==> config.mk <==
export PLATFORM = sky130hd
export DESIGN_NAME = decode
export DESIGN_NICKNAME = d
export VERILOG_FILES = /design/src/rtl/decode.sv
export SDC_FILE = /design/constraint.sdc
export NUM_CORES = 1
export LEC_CHECK = 0
export BUFFER_PORTS_ARGS = -buffer_cell sky130_fd_sc_hd__buf_4
export CAP_MARGIN = 20
export CORE_AREA = 2 2 138 140
export DETAILED_ROUTE_END_ITERATION = 6
export DIE_AREA = 0 0 140 142
export PLACE_DENSITY = 0.87
export SKIP_CTS_REPAIR_TIMING = 1
export SLEW_MARGIN = 20
export SYNTH_ARGS = -nofsm -noshare
export SYNTH_HDL_FRONTEND = slang
export SYNTH_SLANG_ARGS = --single-unit
==> constraint.sdc <==
create_clock -name i_clk -period 4.5 [get_ports i_clk]
set_clock_uncertainty 0.2 [all_clocks]
set_input_delay 0.45 -clock i_clk [delete_from_list [all_inputs] [get_ports i_clk]]
set_output_delay 0.45 -clock i_clk [all_outputs]
set_load 0.02 [all_outputs]
==> src/rtl/decode.sv <==
// ---------------------------------------------------------------------------
// decode : instruction-decode stage sitting directly behind fetch.
//
// Owns the fetch PC. It captures each assembled word on i_inst_valid, splits
// it into fields, extends the immediate and queues the result. Execute drains
// the queue through a valid/ready handshake. A redirect flushes the queue and
// restarts fetch at the new PC.
//
// Parameters
//   DEPTH          decoded-instruction FIFO entries (2 or 4)
//   RESET_PC       PC after reset
// Ports
//   i_clk          clock
//   i_rst_n        synchronous active-low reset
//   i_inst         assembled word from fetch
//   i_inst_valid   one-cycle "word complete" pulse from fetch
//   o_fetch_pc     PC register, drives fetch i_pc
//   o_fetch_rst    active-high fetch restart (combinational)
//   i_redirect     execute requests a PC change
//   i_redirect_pc  redirect target
//   o_valid        FIFO head valid
//   i_ready        execute accepts the head
//   o_pc, o_opcode, o_rd, o_rs1, o_rs2, o_imm, o_illegal : head fields
//
// Build option
//   DECODE_ILLEGAL_HALT_EN  when defined, pushing opcode 6'h3F halts fetch
//                           until a redirect or reset.
// ---------------------------------------------------------------------------
module decode #(
    parameter int          DEPTH    = 2,
    parameter logic [31:0] RESET_PC = 32'h0
) (
    input  logic        i_clk,
    input  logic        i_rst_n,
    input  logic [31:0] i_inst,
    input  logic        i_inst_valid,
    output logic [31:0] o_fetch_pc,
    output logic        o_fetch_rst,
    input  logic        i_redirect,
    input  logic [31:0] i_redirect_pc,
    output logic        o_valid,
    input  logic        i_ready,
    output logic [31:0] o_pc,
    output logic [5:0]  o_opcode,
    output logic [4:0]  o_rd,
    output logic [4:0]  o_rs1,
    output logic [4:0]  o_rs2,
    output logic [31:0] o_imm,
    output logic        o_illegal
);

    localparam int PTR_W = $clog2(DEPTH);
    localparam int CNT_W = PTR_W + 1;
    localparam logic [CNT_W-1:0] FULL = CNT_W'(DEPTH);

    typedef struct packed {
        logic [31:0] pc;
        logic [5:0]  opcode;
        logic [4:0]  rd;
        logic [4:0]  rs1;
        logic [4:0]  rs2;
        logic [31:0] imm;
        logic        illegal;
    } entry_t;

    logic [31:0]      pc;
    logic [CNT_W-1:0] count;
    logic [PTR_W-1:0] wr_ptr;
    logic [PTR_W-1:0] rd_ptr;
    entry_t           mem [DEPTH];
    entry_t           dec;
    entry_t           head;
    logic             halted;
    logic             full;
    logic             push;
    logic             pop;

    // Combinational field split and immediate extension of the incoming word.
    always_comb begin
        dec         = '0;
        dec.pc      = pc;
        dec.opcode  = i_inst[31:26];
        dec.rd      = i_inst[25:21];
        dec.rs1     = i_inst[20:16];
        dec.rs2     = i_inst[15:11];
        dec.illegal = (i_inst[31:26] == 6'h3F);
        unique case (i_inst[31:30])
            2'b00:   dec.imm = 32'h0;
            2'b01:   dec.imm = {{16{i_inst[15]}}, i_inst[15:0]};
            2'b10:   dec.imm = {16'h0, i_inst[15:0]};
            default: dec.imm = {{4{i_inst[25]}}, i_inst[25:0], 2'b00};
        endcase
    end

    assign full    = (count == FULL);
    assign o_valid = (count != '0);
    assign push    = i_inst_valid && !full && !i_redirect && !halted;
    assign pop     = o_valid && i_ready;

    // Every completed word restarts fetch so its next read uses the new PC.
    assign o_fetch_rst = !i_rst_n || i_inst_valid || i_redirect || full || halted;
    assign o_fetch_pc  = pc;

    // Slots keep stale data after a pop, so the head is masked when empty.
    assign head      = o_valid ? mem[rd_ptr] : '0;
    assign o_pc      = head.pc;
    assign o_opcode  = head.opcode;
    assign o_rd      = head.rd;
    assign o_rs1     = head.rs1;
    assign o_rs2     = head.rs2;
    assign o_imm     = head.imm;
    assign o_illegal = head.illegal;

`ifndef DECODE_ILLEGAL_HALT_EN
    assign halted = 1'b0;
`endif

    always_ff @(posedge i_clk) begin
        if (!i_rst_n || i_redirect) begin
            pc     <= i_rst_n ? i_redirect_pc : RESET_PC;
            count  <= '0;
            wr_ptr <= '0;
            rd_ptr <= '0;
            for (int i = 0; i < DEPTH; i++) begin
                mem[i] <= '0;
            end
`ifdef DECODE_ILLEGAL_HALT_EN
            halted <= 1'b0;
`endif
        end else begin
            if (push) begin
                mem[wr_ptr] <= dec;
                wr_ptr      <= wr_ptr + PTR_W'(1);
                pc          <= pc + 32'd4;
`ifdef DECODE_ILLEGAL_HALT_EN
                if (dec.illegal) begin
                    halted <= 1'b1;
                end
`endif
            end
            if (pop) begin
                rd_ptr <= rd_ptr + PTR_W'(1);
            end
            if (push && !pop) begin
                count <= count + CNT_W'(1);
            end else if (pop && !push) begin
                count <= count - CNT_W'(1);
            end
        end
    end

endmodule
==> summary.txt <==
Run status: complete, but fails checks
Failing checks: DRC
CP max stage delay: 0.52 ns
#FFs+latches synth: 201
Post-synth EDFFs: 196
Endpoints failing hold: 0
Synthesized cell area: 0.0102 sq mm
Mapped Cells: 894
Clock root buffer: clkbuf_16
Total congestion overflow: 0
PD cells: 361 mW/mm^2
TritonRoute pass-1 iters: 7
CTS clk-pin slew, worst paths: 0.06 ns
Routed vias: 7229
Syn. warnings: 0
Bufs and invs on worst path: 4
GRT Total Usage: 23.3%
Period minus WS final: 3.15 ns
HP Class: input pin to flip-flop
Routability cong.: 0.900
Max IR drop VDD: 0.000274 V
Highest metal used: met5
Syn Nets: 965
Cell variety after synth: 45
Register area share after synthesis: 58.9%
IO Port Bufs: 188
IO Count: 189
Vias in the first global route: 7143
Fin Setup TNS: 0 ns
CP Data Arrival Time: 3.11 ns
Max_slew headroom: 41.5%
Sink Count: 201
Metal-1 WL: 9.32 mm
Leak: 4.76 nW
Slowest stage cell, crit path: nor2_1
Total power: 4.39 mW
Most common cell in the synthesized netlist: edfxtp_1
Num CTS Buffers: 21
PnR worst setup slack: 1.35 ns
Vias per inst: 5.69
Final hold slack: 0.0574 ns
Antenna Violating Nets Remaining: 0
# diodes: 0
Synth Flop Type: edfxtp_1
Worst skew pair latency: 0.49 ns
Crit Path Category: input pin to flip-flop
Worst path top cell family by delay: simple AND/OR/NAND/NOR gates
Final HPWL DP: 15.8 mm
Worst Tran Pin Value: 0.872 ns
Critical path fanouts, max: 42
Cell repeated most along the worst path: inv_1
RSZ-0062 raised after global routing: false
First DRT Iteration DRCs: 601
Syn-to-layout area delta: 19.7%
Ys async rst share: 0%
Final wirelength: 23.6 mm
Pin count of the biggest net entering global routing: 48
DRC viols: 11
CTS max path bufs: 3
Cell taking the most area after synthesis: edfxtp_1
Max Clk Rate: 0.318 GHz
DP Worst Slack: 0.892 ns
Nets: 1093
Die area: 0.0199 sq mm
Met3 wire length: 1.74 mm
Initial antenna violation count: 2
CP endpoint kind: flip-flop
First-pass GRT wire length: 36.7 mm
Critical path launch point type: input pin
CTS tree: done
Layout cells sized above 1: 24.5%
Metal2 WL: 12.0 mm
Routed len/inst: 18.6 microns
Final Max Slew Viols: 0
Synth area leaders: edfxtp_1, mux2i_1, nor2_1
Die Wd: 140 microns
Htree depth: 1
WP data required: 4.46 ns
Max-cap viol count: 0
Crit path cell chain: buf_4 -> inv_1 -> nor2_1 -> inv_1 -> or3_1 -> nand2_4 -> buf_12
Commonest cells post-synth: edfxtp_1, nor2_1, and2_1, mux2i_1, clkbuf_1
# setup viols final: 0
Post-synth top area share: 57.9%
Core area: 0.0185 sq mm
Die height: 142 microns
Row cnt: 50
Initial Util: 55.1%
Crit share post-route: 69.9%
Mean Syn Cell Area: 11.4 sq um
[cell usage in the layout, fill, tap and decap left out, types with 5 or more instances in the layout]
master and instances:
nor3_1 9, a211oi_1 8, nand3_1 12, xor2_1 9, a21oi_1 23, buf_4 199
and4_1 6, and2_1 103, o21ai_0 30, clkinv_1 5, a21o_1 12, a31oi_1 7
mux2i_1 97, edfxtp_1 196, or3_1 5, xnor2_1 10, nand2_1 21, nor4_1 5
nor2_1 174, clkbuf_16 21, inv_1 13, nand4_1 9
[path summary, 6_finish.rpt]
path	depth (start not counted)	end	start	slack (ns)
worst max-delay path	7	mem[0][40]	i_rst_n	1.35
worst max register to register	5	o_fetch_pc[24]	o_fetch_pc[2]	1.72
worst min-delay path	2	mem[1][48]	i_inst[26]	0.06
worst min register to register	2	flip-flop	rd_ptr	0.31
[cell type report]
| class | count | area (sq um) |
|---|---|---|
| fillers | 1374 | 6280 |
| flip-flops and latches | 201 | 5990 |
| multi-input cells | 583 | 3650 |
| repair buffers | 202 | 1550 |
| clock buffers | 23 | 533 |
| well taps | 234 | 293 |
| clock inverters | 14 | 101 |
| inverters | 13 | 48.8 |
[routing by layer]
| metal | up-vias | GRT usage [%] |
|---|---|---|
| li1 | 3396 | - |
| met1 | 3459 | 30.2 |
| met2 | 325 | 41.1 |
| met3 | 47 | 3.60 |
| met4 | 2 | 6.49 |
| met5 | - | 0 |
[stage by stage]
step / area, sq um / std cells / util [%]
2_1_floorplan: 10200 / 894 / -
3_3_place_gp: 11500 / 1233 / 62.5
3_5_place_dp: 11500 / 1233 / 62.5
4_1_cts: 12200 / 1270 / 65.9
5_1_grt: 12200 / 1270 / 65.9
6_report: 12200 / 1270 / 65.9
[registers in the layout (all words and copies together) (netlist names), named ones only]
| name | cells |
|---|---|
| wr_ptr | 1 |
| mem | 164 |
| rd_ptr | 1 |
| count | 2 |
| o_fetch_pc | 32 |
[where the power goes]
group          leakage [nW]  internal, mW  total [mW]  switching (mW)
Clock                 0.308         0.915        1.61           0.697
Sequential             2.23          2.18        2.27          0.0929
Combinational          2.22         0.205       0.507           0.302
[kinds of logic after synthesis]
family | count (synthesis) | share of synthesized area, %
DFF | 201 | 58.9
and+or+nand+nor | 370 | 18.2
xor gates and xnor gates | 19 | 1.64
AOI/OAI and AO/OA | 94 | 5.75
adders and majority gates | 2 | 0.246
buffers and inverters | 110 | 5.56
muxes | 98 | 9.66
Note: power is estimated with default switching activity, not from simulation.
